[src/rtl/cfg_seq_pkg.sv]
// Shared types and helpers for the fabric configuration sequencer.
package cfg_seq_pkg;

    typedef enum logic [2:0] {
        IDLE       = 3'd0,
        SYNC       = 3'd1,
        LOAD       = 3'd2,
        PARITY     = 3'd3,
        ERROR      = 3'd4,
        CONFIGURED = 3'd5,
        RUN        = 3'd6
    } t_cfg_seq_state;

    localparam logic [7:0] DEFAULT_SYNC_WORD = 8'hA5;

    // Frame length for one CLB: per-input routing/config fields plus the LUT truth table.
    function automatic int clb_cfg_bits(input int lut_width);
        return lut_width * 10 + (1 << lut_width);
    endfunction

endpackage

[src/rtl/cfg_sync_detect.sv]
// Sync-word hunter: MSB-first shift register, match detect and saturating bit
// counter that flags a timeout when no sync word shows up in time.
module cfg_sync_detect
    import cfg_seq_pkg::*;
#(
    parameter int                SYNC_W        = 8,
    parameter logic [SYNC_W-1:0] SYNC_WORD     = SYNC_W'(DEFAULT_SYNC_WORD),
    parameter int                MAX_SYNC_BITS = 64
)(
    input  logic clk,
    input  logic rst_n,
    input  logic i_clear,
    input  logic i_shift,
    input  logic i_bit,
    output logic o_match,
    output logic o_timeout
);

    localparam int CNT_W = $clog2(MAX_SYNC_BITS + 1);

    // Only SYNC_W-1 bits of history are stored; the incoming bit completes the word.
    logic [SYNC_W-2:0] r_hist;
    logic [CNT_W-1:0]  r_cnt;
    logic [SYNC_W-1:0] w_word;
    logic [CNT_W:0]    w_cnt_inc;
    logic              w_word_hit;

    assign w_word     = {r_hist, i_bit};
    assign w_cnt_inc  = {1'b0, r_cnt} + (CNT_W+1)'(1);
    assign w_word_hit = (w_word == SYNC_WORD) && (w_cnt_inc >= (CNT_W+1)'(SYNC_W));
    assign o_match    = i_shift && w_word_hit;
    assign o_timeout  = i_shift && !w_word_hit && (w_cnt_inc >= (CNT_W+1)'(MAX_SYNC_BITS));

    always_ff @(posedge clk) begin
        if (!rst_n || i_clear) begin
            r_hist <= '0;
            r_cnt  <= '0;
        end else if (i_shift) begin
            r_hist <= w_word[SYNC_W-2:0];
            if (r_cnt != CNT_W'(MAX_SYNC_BITS))
                r_cnt <= r_cnt + CNT_W'(1);
        end
    end

endmodule

[src/rtl/cfg_sequencer.sv]
// Fabric configuration controller: finds the sync word, streams one frame per CLB,
// then gates the run enable. Optional per-frame even parity via CFG_SEQ_PARITY_EN.
module cfg_sequencer
    import cfg_seq_pkg::*;
#(
    parameter int                NUM_CLBS      = 4,
    parameter int                CLB_CFG_BITS  = clb_cfg_bits(3),
    parameter int                SYNC_W        = 8,
    parameter logic [SYNC_W-1:0] SYNC_WORD     = SYNC_W'(DEFAULT_SYNC_WORD),
    parameter int                MAX_SYNC_BITS = 64
)(
    input  logic                clk,
    input  logic                rst_n,
    input  logic                i_start,
    input  logic                i_bs_valid,
    input  logic                i_bs_data,
    output logic                o_bs_ready,
    output logic [NUM_CLBS-1:0] o_clb_cfg,
    output logic                o_clb_cfg_data,
    input  logic                i_run_req,
    output logic                o_run,
    output logic                o_busy,
    output logic                o_done,
    output logic                o_err
);

    localparam int              IDX_W    = (NUM_CLBS > 1) ? $clog2(NUM_CLBS) : 1;
    localparam int              BIT_W    = $clog2(CLB_CFG_BITS);
    localparam logic [IDX_W-1:0] LAST_CLB = IDX_W'(NUM_CLBS - 1);
    localparam logic [BIT_W-1:0] LAST_BIT = BIT_W'(CLB_CFG_BITS - 1);

    t_cfg_seq_state   r_state;
    logic [IDX_W-1:0] r_clb_idx;
    logic [BIT_W-1:0] r_bit_cnt;
    logic             r_bs_ready;
    logic             r_run;
    logic             r_busy;
    logic             r_done;
    logic             r_err;
`ifdef CFG_SEQ_PARITY_EN
    logic             r_parity;
`endif

    logic w_accept;
    logic w_load;
    logic w_restart;
    logic w_sync_match;
    logic w_sync_timeout;

    assign w_accept  = i_bs_valid && r_bs_ready;
    assign w_load    = (r_state == LOAD);
    assign w_restart = i_start && ((r_state == IDLE) || (r_state == CONFIGURED) ||
                                   (r_state == RUN)  || (r_state == ERROR));

    cfg_sync_detect #(
        .SYNC_W        (SYNC_W),
        .SYNC_WORD     (SYNC_WORD),
        .MAX_SYNC_BITS (MAX_SYNC_BITS)
    ) u_sync (
        .clk       (clk),
        .rst_n     (rst_n),
        .i_clear   (w_restart),
        .i_shift   (w_accept && (r_state == SYNC)),
        .i_bit     (i_bs_data),
        .o_match   (w_sync_match),
        .o_timeout (w_sync_timeout)
    );

    // Strobes are combinational so the CLB captures the bit in the same cycle it is accepted.
    always_comb begin
        o_clb_cfg = '0;
        for (int i = 0; i < NUM_CLBS; i++)
            o_clb_cfg[i] = w_load && i_bs_valid && (r_clb_idx == IDX_W'(i));
    end

    assign o_clb_cfg_data = w_load && w_accept && i_bs_data;
    assign o_bs_ready     = r_bs_ready;
    assign o_run          = r_run;
    assign o_busy         = r_busy;
    assign o_done         = r_done;
    assign o_err          = r_err;

    always_ff @(posedge clk) begin
        if (!rst_n) begin
            r_state    <= IDLE;
            r_clb_idx  <= '0;
            r_bit_cnt  <= '0;
            r_bs_ready <= 1'b0;
            r_run      <= 1'b0;
            r_busy     <= 1'b0;
            r_done     <= 1'b0;
            r_err      <= 1'b0;
`ifdef CFG_SEQ_PARITY_EN
            r_parity   <= 1'b0;
`endif
        end else if (w_restart) begin
            r_state    <= SYNC;
            r_bs_ready <= 1'b1;
            r_busy     <= 1'b1;
            r_done     <= 1'b0;
            r_run      <= 1'b0;
            r_err      <= 1'b0;
        end else begin
            case (r_state)
                SYNC: begin
                    if (w_sync_match) begin
                        r_state   <= LOAD;
                        r_clb_idx <= '0;
                        r_bit_cnt <= '0;
`ifdef CFG_SEQ_PARITY_EN
                        r_parity  <= 1'b0;
`endif
                    end else if (w_sync_timeout) begin
                        r_state    <= IDLE;
                        r_bs_ready <= 1'b0;
                        r_busy     <= 1'b0;
                        r_err      <= 1'b1;
                    end
                end
                LOAD: begin
                    if (w_accept) begin
`ifdef CFG_SEQ_PARITY_EN
                        r_parity <= r_parity ^ i_bs_data;
`endif
                        if (r_bit_cnt == LAST_BIT) begin
                            r_bit_cnt <= '0;
`ifdef CFG_SEQ_PARITY_EN
                            r_state   <= PARITY;
`else
                            if (r_clb_idx == LAST_CLB) begin
                                r_state    <= CONFIGURED;
                                r_bs_ready <= 1'b0;
                                r_busy     <= 1'b0;
                                r_done     <= 1'b1;
                            end else begin
                                r_clb_idx <= r_clb_idx + IDX_W'(1);
                            end
`endif
                        end else begin
                            r_bit_cnt <= r_bit_cnt + BIT_W'(1);
                        end
                    end
                end
`ifdef CFG_SEQ_PARITY_EN
                PARITY: begin
                    if (w_accept) begin
                        if (r_parity ^ i_bs_data) begin
                            r_state    <= ERROR;
                            r_bs_ready <= 1'b0;
                            r_busy     <= 1'b0;
                            r_err      <= 1'b1;
                        end else begin
                            r_parity <= 1'b0;
                            if (r_clb_idx == LAST_CLB) begin
                                r_state    <= CONFIGURED;
                                r_bs_ready <= 1'b0;
                                r_busy     <= 1'b0;
                                r_done     <= 1'b1;
                            end else begin
                                r_state   <= LOAD;
                                r_clb_idx <= r_clb_idx + IDX_W'(1);
                            end
                        end
                    end
                end
`endif
                CONFIGURED: begin
                    r_run <= i_run_req;
                    if (i_run_req)
                        r_state <= RUN;
                end
                RUN: begin
                    r_run <= i_run_req;
                    if (!i_run_req)
                        r_state <= CONFIGURED;
                end
                default: ;
            endcase
        end
    end

endmodule

[config.mk]
export PLATFORM = sky130hd
export DESIGN_NAME = cfg_sequencer
export DESIGN_NICKNAME = d
export VERILOG_FILES = /design/src/rtl/cfg_seq_pkg.sv /design/src/rtl/cfg_sync_detect.sv /design/src/rtl/cfg_sequencer.sv
export SDC_FILE = /design/constraint.sdc
export NUM_CORES = 1
export LEC_CHECK = 0
export CORE_UTILIZATION = 34
export DETAILED_ROUTE_END_ITERATION = 12
export RECOVER_POWER = 25
export SLEW_MARGIN = 20
export SYNTH_ARGS = -nofsm -noshare
export SYNTH_HDL_FRONTEND = slang
export SYNTH_SLANG_ARGS = --single-unit
[constraint.sdc]
create_clock -name clk -period 1.9 [get_ports clk]
set_clock_uncertainty 0.1 [all_clocks]
set_input_delay 0.475 -clock clk [delete_from_list [all_inputs] [get_ports clk]]
set_output_delay 0.475 -clock clk [all_outputs]
set_load 0.01 [all_outputs]
After elaboration in Yosys (flattened, before gate mapping). Index checks and enable logic that the tools add are counted.

Input bits: 6. Register bits: 29. Word-level logic and storage cells: 107.

Reductions and logical operators: 36. Add/sub/neg operators: 4. Muxes and demuxes: 25. Magnitude comparators: 2. Equality and inequality tests: 27. Bitwise gates (word level): 3.

Operators with widths (number): $mux W3 (7); $mux W6 (3); $logic_and A1 B1 Y1 (14); $reduce_and A7 Y1 (2); $ne A3 B1 Y1 const B (4); $ne A3 B2 Y1 const B (4); $pmux W3 S4 (1); $pmux W6 S2 (1); $reduce_and A6 Y1 (2); $eq A3 B3 Y1 const B (3); $add A7 B1 Y8 const B (1); $eq A8 B8 Y1 const B (1); $ge A8 B4 Y1 const B (1); $ge A8 B7 Y1 const B (1); $mux W2 (4); $ne A2 B2 Y1 const B (4); $reduce_and A4 Y1 (2); $add A7 B1 Y7 const B (1); $mux W1 (7); $ne A7 B7 Y1 const B (1); $add A6 B1 Y6 const B (1); $eq A6 B6 Y1 const B (1); $ne A2 B1 Y1 const B (3); $reduce_bool A5 Y1 (1); other kinds (19) (27).

Depth between registers and ports, before layout. Gate-level depths: netlist (run 1).

Depth in word-level cells: 10. Gate-level depth with buffers: 7.

Cells and area by module. From an unflattened synthesis (run 1), not the netlist that was laid out.

Cells, all modules: 198. Area, all modules: 1730.4 um^2.

By module, submodules not included: cfg_sequencer (times used 1, area each 1041.0 um^2, sequential area each 300.3 um^2, cells an instance 120); cfg_sync_detect (times used 1, area each 689.4 um^2, sequential area each 280.3 um^2, cells an instance 78).

Worst setup path after synthesis (run 1). OpenSTA, ideal clock, no wires.

Kind: flip-flop to flip-flop. Start: reg r_bit_cnt[0]. End: reg r_clb_idx[0]. Required time: 1680 ps. Arrival time: 1500 ps. Library setup time: 120 ps. Stages on the path, launching flop included: 7. Path slack: 180 ps. Cells stage by stage: dfxtp_1 ha_1 nand4bb_1 nor3_1 mux2_2 a22oi_1 a21oi_1.

Cells in the longest elaborated chain, start to end: 3.

Ends and longest elaborated chain: from (decl) (RTL line cfg_sequencer.sv:34) `logic [BIT_W-1:0] r_bit_cnt;`; from (signal assigned) (RTL line cfg_sequencer.sv:140) `r_bit_cnt <= r_bit_cnt + BIT_W'(1);`; $eq A6 B6 Y1 (RTL line cfg_sequencer.sv:125) `if (r_bit_cnt == LAST_BIT) begin`; $ne A2 B1 Y1 (no source line); $reduce_and A6 Y1 (no source line); to (signal assigned) (RTL line cfg_sequencer.sv:136) `r_clb_idx <= r_clb_idx + IDX_W'(1);`; to (decl) (RTL line cfg_sequencer.sv:33) `logic [IDX_W-1:0] r_clb_idx;`.

Every way passes these cells. A chain may end at the register's enable or synchronous reset.

Final worst setup path (run 1).
Start: reg r_state[2]. End: reg r_bit_cnt[1].

Cells in the longest elaborated chain, start to end: 7. Elaborated cells on any way between the ends: 18.

Ends and longest elaborated chain: from (decl) (RTL line cfg_sequencer.sv:32) `t_cfg_seq_state r_state;`; from (signal assigned) (RTL line cfg_sequencer.sv:85) `r_state <= IDLE;`; from (signal assigned) (RTL line cfg_sequencer.sv:97) `r_state <= SYNC;`; from (signal assigned) (RTL line cfg_sequencer.sv:107) `r_state <= LOAD;`; $eq A3 B3 Y1 / $logic_not A3 Y1 (equally long branches) (RTL line cfg_sequencer.sv:52) `assign w_restart = i_start && ((r_state == IDLE) || (r_state == CONFIGURED) ||`; $logic_or A1 B1 Y1 (2 in series) (RTL line cfg_sequencer.sv:52); $logic_or A1 B1 Y1 (RTL line cfg_sequencer.sv:53) `(r_state == RUN) || (r_state == ERROR));`; $logic_and A1 B1 Y1 (RTL line cfg_sequencer.sv:52); $not A1 Y1 (no source line); $reduce_and A4 Y1 (no source line).

Several ways; a longest one is shown, not always the timed one.

==> metrics.md, run 1 <==
| Metric | Value |
|---|---|
| Share of the synthesized area in the top cell type | `0.350` |
| Seq/Total Area, Yosys | `0.350` |
| Die Y | `71.9 µm` |
| Area delta synth->final | `40.5%` |
| Period Utilization, post-route | `0.997` |
| CTS sink cnt | `29` |
| Crit Path Class | `reg -> reg` |
| CTS tree | `built` |
| Yosys warnings | `0` |
| Min Clock Period, post-route | `1.89 ns` |
| Hold Crit Start | `o_done$_SDFFE_PP0P_` |
| Place WS | `-0.477 ns` |
| Inserted Clock Buffers | `5` |
| Antenna Nets Post-Route | `0` |
| Reg-to-reg endpoint | `r_bit_cnt[1]$_SDFFE_PN0P_` |
| Critical path launch point type | `register` |
| Post-Syn Nets | `217` |
| Peak supply drop | `349 µV` |
| Slew at the pin closest to its max-slew limit | `0.310 ns` |
| Root buf cell | `clkbuf_8` |
| Critical-path cell list | `buf_6 -> or3b_4 -> buf_12 -> a211o_1 -> a21oi_4 -> mux2i_1` |
| Max Cap Viol | `0` |
| 1st-pass router iterations | `4` |
| Post-route setup TNS | `0 ns` |
| Hold Path Cell Cnt | `2` |
| Lkg Pwr | `0.921 nW` |
| Initial antenna violation count | `0` |
| Routability Congestion | `0.803` |
| Core footprint | `4720 µm²` |
| Via-to-Cell Ratio | `4.77` |
| #FFs+latches synth | `29` |
| Die area | `5170 µm²` |
| CP Buf/Inv Count | `2` |
| Fill cells | `467` |
| DPL Wire Length | `2770 µm` |
| WL final | `3820 µm` |
| Starting Density | `0.352` |
| Finish-stage setup viols | `0` |
| Async set-reset flop share out of synthesis | `0` |
| Num rows | `25` |
| Largest net degree at the start of global routing | `13` |
| Avg Cell Area, Syn | `8.18 µm²` |
| Clock Path Buffers | `2` |
| FF-to-FF path depth | `6` |
| Status | `complete, no violations` |
| Number of synthesized flops with an enable pin | `0` |
| Port Buffers | `15` |
| CP endpoint kind | `register` |
| Antenna diode count | `0` |
| R2R Setup Slk | `0.006 ns` |
| RSZ-0062 raised after global routing | `yes` |
| Die width | `71.9 µm` |
| CP max stage cell | `or3b_4` |
| Main synth FF type | `dfxtp_1` |
| Iter 0 DRT Violations | `78` |
| Worst-skew pair later-pin latency | `0.28 ns` |
| Ports | `16` |
| Post-synth cell types | `47` |
| Area contributors post-synth | `dfxtp_1 (35%), nand2_1 (7.9%), ha_1 (6.0%)` |
| Post-synthesis cell count | `203` |
| Htree depth | `2` |
| Slew headroom | `0.787` |
| GRT Residual Overflow | `0` |
| Clk pin slew, worst setup/hold paths | `0.07 ns` |
| CP delay by family, top | `compound AO/OA/AOI/OAI gates` |
| Share of cells above drive strength 1 | `0.287` |
| NumNets Final | `271` |
| Final slew viol count | `0` |
| GRT Total Usage | `0.156` |
| Slowest cell delay on critical path | `0.41 ns` |
| Via count | `1550` |
| Final hold vios | `0` |
| CP Data Arrival Time | `2.01 ns` |
| CP Max Fanout | `7` |
| First-pass GRT wire length | `6210 µm` |
| Worst min-delay path category | `reg -> reg` |
| Cts hold-fix bufs | `0` |
| Worst Hold Path EP | `o_done$_SDFFE_PP0P_` |
| Drt wl/cell | `11.7 µm` |
| Drt drc | `0` |
| Vias in the first global route | `1445` |
| Worst r2r src | `r_state[2]$_SDFFE_PP0P_` |
| Area leader, netlist | `dfxtp_1` |
| Setup ws final | `0.00570 ns` |
| PwrDens | `566 nW/µm²` |
| Post-Syn Area | `1660 µm²` |
| WP data required | `2.01 ns` |
| Maximum clock rate | `528 MHz` |
==> stage by stage <==
step	std cells	power, W	util	hold slack (ns)	instance area, µm²
after floorplan	203	0.000699	-	0.332	1660
after CTS	319	0.00132	0.472	0.348	2230
after global placement	309	0.000755	0.443	0.336	2090
after detailed placement	309	0.000755	0.443	0.340	2090
final	325	0.00132	0.494	0.343	2330
after global routing	325	0.00139	0.494	0.371	2330
==> cells by family (layout without fill, tap and decap cells) <==
| logic type | Yosys count | after routing | synth area share |
|---|---|---|---|
| compound gates | 39 | 39 | 0.170 |
| xor+xnor | 7 | 7 | 0.0369 |
| fa+ha+maj | 9 | 9 | 0.0671 |
| buf+inv | 22 | 77 | 0.0603 |
| flops | 29 | 29 | 0.350 |
| mux | 5 | 5 | 0.0309 |
| simple gates | 92 | 92 | 0.285 |
==> synthesized netlist by cell type (2+ instances only) <==
cell	number
xor2_1	6
nand4bb_1	2
nand4_1	3
inv_1	13
buf_2	4
a21oi_1	12
nor4bb_1	4
nor2_1	14
o31ai_1	2
a211o_1	2
dfxtp_1	29
a31oi_1	3
o21ai_0	3
nand2_1	35
ha_1	8
nor3_1	4
mux2i_1	4
nand2b_1	3
o22ai_1	2
nand3_1	12
buf_4	3
and3_1	8
a21o_1	3
==> tightest hold or removal path, cell delays in order (launching register included) <==
cell and delay, ns:
dfxtp_1 0.30, inv_1 0.05, a21oi_1 0.05
==> registers in the layout, indices dropped and copies added, names as in the netlist <==
signal / count
o_busy: 1
o_done: 1
o_err: 1
o_run: 1
r_bit_cnt: 6
r_clb_idx: 2
r_state: 3
u_sync.r_cnt: 7
u_sync.r_hist: 7
==> layout make-up <==
type                    instances  area, µm²  share of cell area
multi-input cells             152       1040               0.445
flip-flops and latches         29        586               0.251
repair buffers                 56        474               0.203
clock buffers                   7       96.3              0.0413
well taps                      67       83.8              0.0359
inverters                      13       48.8              0.0209
clock inverters                 1       5.00             0.00215
==> power by group <==
| part | switching, W | internal [W] |
|---|---|---|
| registers | 0.00000392 | 0.000614 |
| logic | 0.0000668 | 0.0000746 |
| clock network | 0.000235 | 0.000327 |
| total | 0.000306 | 0.00102 |
==> how the worst max path moves through the flow <==
stage,slack (ns),startpoint,endpoint,cells after the start
CTS,0.002,r_clb_idx[0]$_SDFFE_PN0P_,o_clb_cfg[0],4
global placement,-0.48,i_bs_valid,o_clb_cfg_data,4
global route,-0.06,r_state[0]$_SDFFE_PN0P_,r_bit_cnt[1]$_SDFFE_PN0P_,6
detailed placement,-0.48,i_bs_valid,o_clb_cfg_data,4
finish,0.006,r_state[2]$_SDFFE_PP0P_,r_bit_cnt[1]$_SDFFE_PN0P_,6
floorplan,0.18,r_bit_cnt[0]$_SDFFE_PN0P_,r_clb_idx[0]$_SDFFE_PN0P_,6
==> layer usage <==
layer | track usage | routed length (µm) | part of all wire
met1 | 0.191 | 1860 | 0.49
met2 | 0.260 | 1780 | 0.47
met3 | 0.0338 | 107 | 0.028
met4 | 0.0719 | 77 | 0.020
met5 | 0 | 0 | 0
==> placed cells by master (no fill, tap or decap), drive strengths merged, types with 4 or more instances in the layout <==
master         count
a21oi             13
and3               8
buf               42
clkbuf             8
clkdlybuf4s50      6
dfxtp             29
ha                 8
inv               13
mux2i              4
nand2             35
nand3             12
nor2              14
nor3               4
nor4bb             4
xor2               6
==> repair_timing <==
action	in CTS	in global routing
resized for setup	25	13
setup buffers	2	6
pin swaps	2	6
endpoints found under the setup margin	14	8
Power figures use the tool's default switching activity.
==> run 2, diff against run 1 <==
--- a/config.mk
+++ b/config.mk
@@ -7,7 +7,9 @@
 export LEC_CHECK = 0
 export CORE_UTILIZATION = 34
 export DETAILED_ROUTE_END_ITERATION = 12
+export GPL_TIMING_DRIVEN = 0
 export RECOVER_POWER = 25
+export SETUP_SLACK_MARGIN = 0.05
 export SLEW_MARGIN = 20
 export SYNTH_ARGS = -nofsm -noshare
 export SYNTH_HDL_FRONTEND = slang
==> metrics.md, run 2 (synthesis results as in run 1) <==
| Metric | Value |
|---|---|
| Failing checks | `negative setup slack` |
| Cts hold-fix bufs | `0` |
| Final hold vios | `0` |
| CP endpoint kind | `output port` |
| GRT Residual Overflow | `0` |
| Status | `finished, violations left` |
| Starting Density | `0.352` |
| Port Buffers | `15` |
| Antenna Nets Post-Route | `0` |
| Htree depth | `2` |
| CTS sink cnt | `29` |
| First-pass GRT wire length | `6400 µm` |
| Clk pin slew, worst setup/hold paths | `0.07 ns` |
| Via count | `1535` |
| Slew headroom | `0.673` |
| Lkg Pwr | `0.839 nW` |
| CP Max Fanout | `7` |
| Period Utilization, post-route | `1.07` |
| Core footprint | `4720 µm²` |
| 1st-pass router iterations | `4` |
| DPL Wire Length | `2450 µm` |
| Final slew viol count | `0` |
| Clock Path Buffers | `2` |
| FF-to-FF path depth | `7` |
| Drt wl/cell | `12.4 µm` |
| Max Cap Viol | `0` |
| Most common cell after layout, fill and taps aside | `nand2_1` |
| Routability Congestion | `0.761` |
| Maximum clock rate | `494 MHz` |
| Reg-to-reg endpoint | `r_state[1]$_SDFFE_PP0P_` |
| Iter 0 DRT Violations | `85` |
| Non-Filler Instances | `310` |
| Worst-skew pair later-pin latency | `0.28 ns` |
| Antenna diode count | `0` |
| PwrDens | `554 nW/µm²` |
| Min Clock Period, post-route | `2.03 ns` |
| Die Y | `71.9 µm` |
| Crit Path Class | `reg -> out` |
| Initial antenna violation count | `0` |
| R2R Setup Slk | `-0.03 ns` |
| Root buf cell | `clkbuf_8` |
| Fin util | `0.478` |
| Inserted Clock Buffers | `5` |
| Worst Hold Path EP | `o_done$_SDFFE_PP0P_` |
| Finish-stage setup viols | `7` |
| Worst r2r src | `r_state[0]$_SDFFE_PN0P_` |
| Die area | `5170 µm²` |
| Placed cells | `285` |
| Setup ws final | `-0.126 ns` |
| NumNets Final | `256` |
| Area delta synth->final | `35.9%` |
| Worst setup path startpoint | `r_state[0]$_SDFFE_PN0P_` |
| Hold Path Cell Cnt | `2` |
| Largest regs | `u_sync.r_cnt (7), u_sync.r_hist (7), r_bit_cnt (6)` |
| Ports | `16` |
| Most frequent cells in the layout | `nand2_1 (33), dfxtp_1 (23), buf_4 (20)` |
| Worst min-delay path category | `reg -> reg` |
| Die width | `71.9 µm` |
| WL final | `3850 µm` |
| Critical path launch point type | `register` |
| Peak supply drop | `329 µV` |
| Via-to-Cell Ratio | `4.95` |
| CP Data Arrival Time | `1.45 ns` |
| CTS tree | `built` |
| Num rows | `25` |
| Largest net degree at the start of global routing | `11` |
| Slew at the pin closest to its max-slew limit | `0.489 ns` |
| Hold Crit Start | `o_done$_SDFFE_PP0P_` |
| Vias in the first global route | `1422` |
| Drt drc | `0` |
| RSZ-0062 raised after global routing | `yes` |
| Share of cells above drive strength 1 | `0.280` |
| GRT Total Usage | `0.159` |
| WP data required | `1.32 ns` |
[run 2: cell count changes in the layout (fill, tap and decap cells not counted), sizes merged]
cell,change
clkinv,+1
dlygate4sd3,-2
dlymetal6s2s,+1
clkdlybuf4s15,-3
clkdlybuf4s50,+1
buf,-13
[run 2: cell type report]
| type | instances | area (µm²) |
|---|---|---|
| Multi-Input combinational cell | 152 | 1100 |
| Fill cell | 455 | 2470 |
| Clock buffer | 6 | 72.6 |
| Buffer | 9 | 70.1 |
| Timing Repair Buffer | 32 | 275 |
| Inverter | 13 | 48.8 |
| Tap cell | 67 | 83.8 |
| Sequential cell | 29 | 593 |
| Clock inverter | 2 | 10.0 |
[run 2: metrics by stage]
stage	setup WS [ns]	TNS, ns	hold WS [ns]	area, µm²	power [W]
after floorplan	0.180	0	0.332	1660	0.000699
after global routing	-0.173	-1.60	0.363	2260	0.00130
after global placement	-0.744	-11.42	0.335	1890	0.000739
after CTS	-0.110	-0.508	0.347	2100	0.00124
after detailed placement	-0.754	-11.69	0.338	1890	0.000739
final	-0.126	-0.615	0.344	2260	0.00125
[run 2: report_power, final]
part / total (W) / internal [W] / switching, W
sequential: 0.000616 / 0.000611 / 0.00000425
clock: 0.000495 / 0.000253 / 0.000242
combinational: 0.000139 / 0.0000675 / 0.0000720
[run 2: worst max-delay path by stage]
stage	depth (start not counted)	to	slack, ns
floorplan	6	r_clb_idx[0]$_SDFFE_PN0P_	0.18
detailed placement	5	o_clb_cfg_data	-0.75
finish	6	o_clb_cfg_data	-0.13
global route	6	o_clb_cfg_data	-0.17
CTS	6	o_clb_cfg[1]	-0.11
global placement	5	o_clb_cfg_data	-0.74
[run 2: timing repair]
item / CTS / global route
setup buffers: 9 / 8
endpoints found under the setup margin: 23 / 24
cloned: 0 / 0
pin swaps: 7 / 6
resized for setup: 44 / 24
[run 2: routing by layer]
| layer | global-route usage | part of all wire |
|---|---|---|
| met1 | 0.199 | 0.48 |
| met2 | 0.257 | 0.47 |
| met3 | 0.0352 | 0.027 |
| met4 | 0.0784 | 0.021 |
| met5 | 0 | 0 |
[run 2: critical path, stage by stage (launching register included)]
cell	delay, ns
dfxtp_2	0.32
buf_6	0.12
nor3b_4	0.20
buf_4	0.14
buf_6	0.11
and3_4	0.18
buf_6	0.09
==> run 3, diff against run 2 <==
--- a/config.mk
+++ b/config.mk
@@ -5,9 +5,10 @@
 export SDC_FILE = /design/constraint.sdc
 export NUM_CORES = 1
 export LEC_CHECK = 0
-export CORE_UTILIZATION = 34
+export CORE_UTILIZATION = 56
 export DETAILED_ROUTE_END_ITERATION = 12
 export GPL_TIMING_DRIVEN = 0
+export PLACE_DENSITY = 0.74
 export RECOVER_POWER = 25
 export SETUP_SLACK_MARGIN = 0.05
 export SLEW_MARGIN = 20
==> metrics.md, run 3 (synthesis results as in run 1) <==
| Metric | Value |
|---|---|
| Share of cells above drive strength 1 | `0.358` |
| Most frequent cells in the layout | `nand2_1 (32), buf_4 (24), dfxtp_1 (21)` |
| Core footprint | `2780 µm²` |
| RSZ-0062 raised after global routing | `yes` |
| Worst min-delay path category | `reg -> reg` |
| Status | `finished, violations left` |
| Largest net degree at the start of global routing | `11` |
| CTS tree | `built` |
| Lkg Pwr | `0.948 nW` |
| Initial antenna violation count | `0` |
| Die Y | `56.5 µm` |
| CP Max Fanout | `5` |
| Period Utilization, post-route | `1.13` |
| Peak supply drop | `940 µV` |
| Drt wl/cell | `19.5 µm` |
| CP Data Arrival Time | `1.57 ns` |
| Antenna Nets Post-Route | `0` |
| Slowest cell delay on critical path | `0.35 ns` |
| Hold Crit Start | `o_done$_SDFFE_PP0P_` |
| Ports | `16` |
| NumNets Final | `267` |
| Sw frac | `0.250` |
| Largest regs | `u_sync.r_cnt (7), u_sync.r_hist (7), r_bit_cnt (6)` |
| DPL Wire Length | `2590 µm` |
| PwrDens | `548 nW/µm²` |
| Area delta synth->final | `45.5%` |
| Worst setup path startpoint | `r_state[2]$_SDFFE_PP0P_` |
| Slew at the pin closest to its max-slew limit | `0.535 ns` |
| Root buf cell | `clkbuf_4` |
| WL final | `5560 µm` |
| Worst Hold Path EP | `o_done$_SDFFE_PP0P_` |
| Max Cap Viol | `0` |
| Int Power | `0.000992 W` |
| Num rows | `19` |
| Reg-to-reg endpoint | `r_state[1]$_SDFFE_PP0P_` |
| Min Clock Period, post-route | `2.14 ns` |
| Clock Path Buffers | `2` |
| Gate power share | `0.114` |
| CP endpoint kind | `output port` |
| Starting Density | `0.597` |
| Critical path launch point type | `register` |
| Routability Congestion | `0.877` |
| CP Buf/Inv Count | `4` |
| Critical-path cell list | `buf_6 -> nor3b_4 -> buf_6 -> buf_6 -> and3_1 -> buf_2` |
| FF-to-FF path depth | `8` |
| CP delay by family, top | `buffers and inverters` |
| Iter 0 DRT Violations | `138` |
| Setup ws final | `-0.242 ns` |
| GRT Residual Overflow | `0` |
| R2R Setup Slk | `-0.17 ns` |
| Crit Path Class | `reg -> out` |
| Flop pwr share | `0.468` |
| Cts hold-fix bufs | `0` |
| Via-to-Cell Ratio | `6.19` |
| Via count | `1765` |
| Die width | `56.5 µm` |
| Clock group share of total power | `0.417` |
| Total power | `0.00132 W` |
| GRT Total Usage | `0.302` |
| Htree depth | `2` |
| CP max stage cell | `dfxtp_2` |
| First-pass GRT wire length | `7250 µm` |
| WP data required | `1.32 ns` |
| Cell repeated most along the worst path | `buf_6` |
| Most common cell after layout, fill and taps aside | `nand2_1` |
| Failing checks | `negative setup slack` |
| Clk pin slew, worst setup/hold paths | `0.10 ns` |
| Finish-stage setup viols | `20` |
| Vias in the first global route | `1620` |
| Die area | `3190 µm²` |
| Port Buffers | `15` |
| Antenna diode count | `0` |
| Worst-skew pair later-pin latency | `0.34 ns` |
| Final slew viol count | `0` |
| Switch Pwr | `0.000331 W` |
| Maximum clock rate | `467 MHz` |
| Slew headroom | `0.642` |
| Drt drc | `0` |
| Final hold vios | `0` |
| Inserted Clock Buffers | `5` |
| CTS sink cnt | `29` |
| Worst r2r src | `r_state[1]$_SDFFE_PP0P_` |
| Hold Path Cell Cnt | `2` |
| 1st-pass router iterations | `4` |
| Worst hold slack | `0.364 ns` |
==> run 3: cell types whose count changed in the layout (fill, tap and decap cells not counted), moves of 3 or more <==
| cell | delta |
|---|---|
| clkbuf_8 | -3 |
| buf_4 | +4 |
| clkbuf_4 | +4 |
| buf_6 | +7 |
==> run 3: what timing repair did <==
item / CTS / global route
buffers inserted: 23 / 13
gates cloned: 0 / 0
pin swaps: 12 / 9
gates resized for setup: 59 / 40
setup endpoints to repair: 23 / 26
==> run 3: worst max path at each step <==
stage,end,slack [ns],cells past startpoint
after floorplan,r_clb_idx[0]$_SDFFE_PN0P_,0.18,6
after global placement,o_clb_cfg_data,-0.72,5
after detailed placement,o_clb_cfg_data,-0.73,5
after CTS,o_clb_cfg[2],-0.18,6
after global routing,o_clb_cfg[3],-0.28,6
final,o_clb_cfg[0],-0.24,6
==> run 3: power by group through the flow <==
stage | Sequential (W) | Combinational (W) | Clock [W]
after floorplan | 0.000631 | 0.0000685 | 0
after global placement | 0.000630 | 0.000105 | 0
after detailed placement | 0.000631 | 0.000106 | 0
after CTS | 0.000617 | 0.000128 | 0.000551
after global routing | 0.000620 | 0.000156 | 0.000579
final | 0.000620 | 0.000152 | 0.000552
==> run 3: per-stage QoR <==
stage                     TNS (ns)  cell area, µm²   util  setup WS [ns]  instances
after CTS                   -0.791            2190  0.788         -0.185        275
after floorplan                  0            1660      -          0.180        203
after global placement       -9.94            1850  0.665         -0.721        249
after global routing         -3.61            2420  0.869         -0.280        285
after detailed placement    -10.30            1850  0.665         -0.729        249
final                        -2.55            2420  0.869         -0.242        285
==> run 3: final cells by class <==
class | instances | area [µm²]
clock buffers | 7 | 55.1
plain buffers | 8 | 72.6
fillers | 137 | 365
repair buffers | 44 | 385
inverters | 13 | 48.8
well taps | 31 | 38.8
flip-flops and latches | 29 | 596
multi-input cells | 152 | 1190
clock inverters | 1 | 30.0
==> run 3: layer usage <==
layer / wire [µm] / vias up / global-route usage / share of wire
li1: - / 814 / - / -
met3: 332 / 32 / 0.0737 / 0.060
met1: 2180 / 821 / 0.324 / 0.39
met4: 359 / 0 / 0.202 / 0.065
met5: 0 / - / 0 / 0
met2: 2680 / 98 / 0.518 / 0.48
==> run 3: worst min-delay path: stages (launching register included) <==
cell and delay [ns]:
dfxtp_1 0.32, inv_1 0.05, a21oi_1 0.05
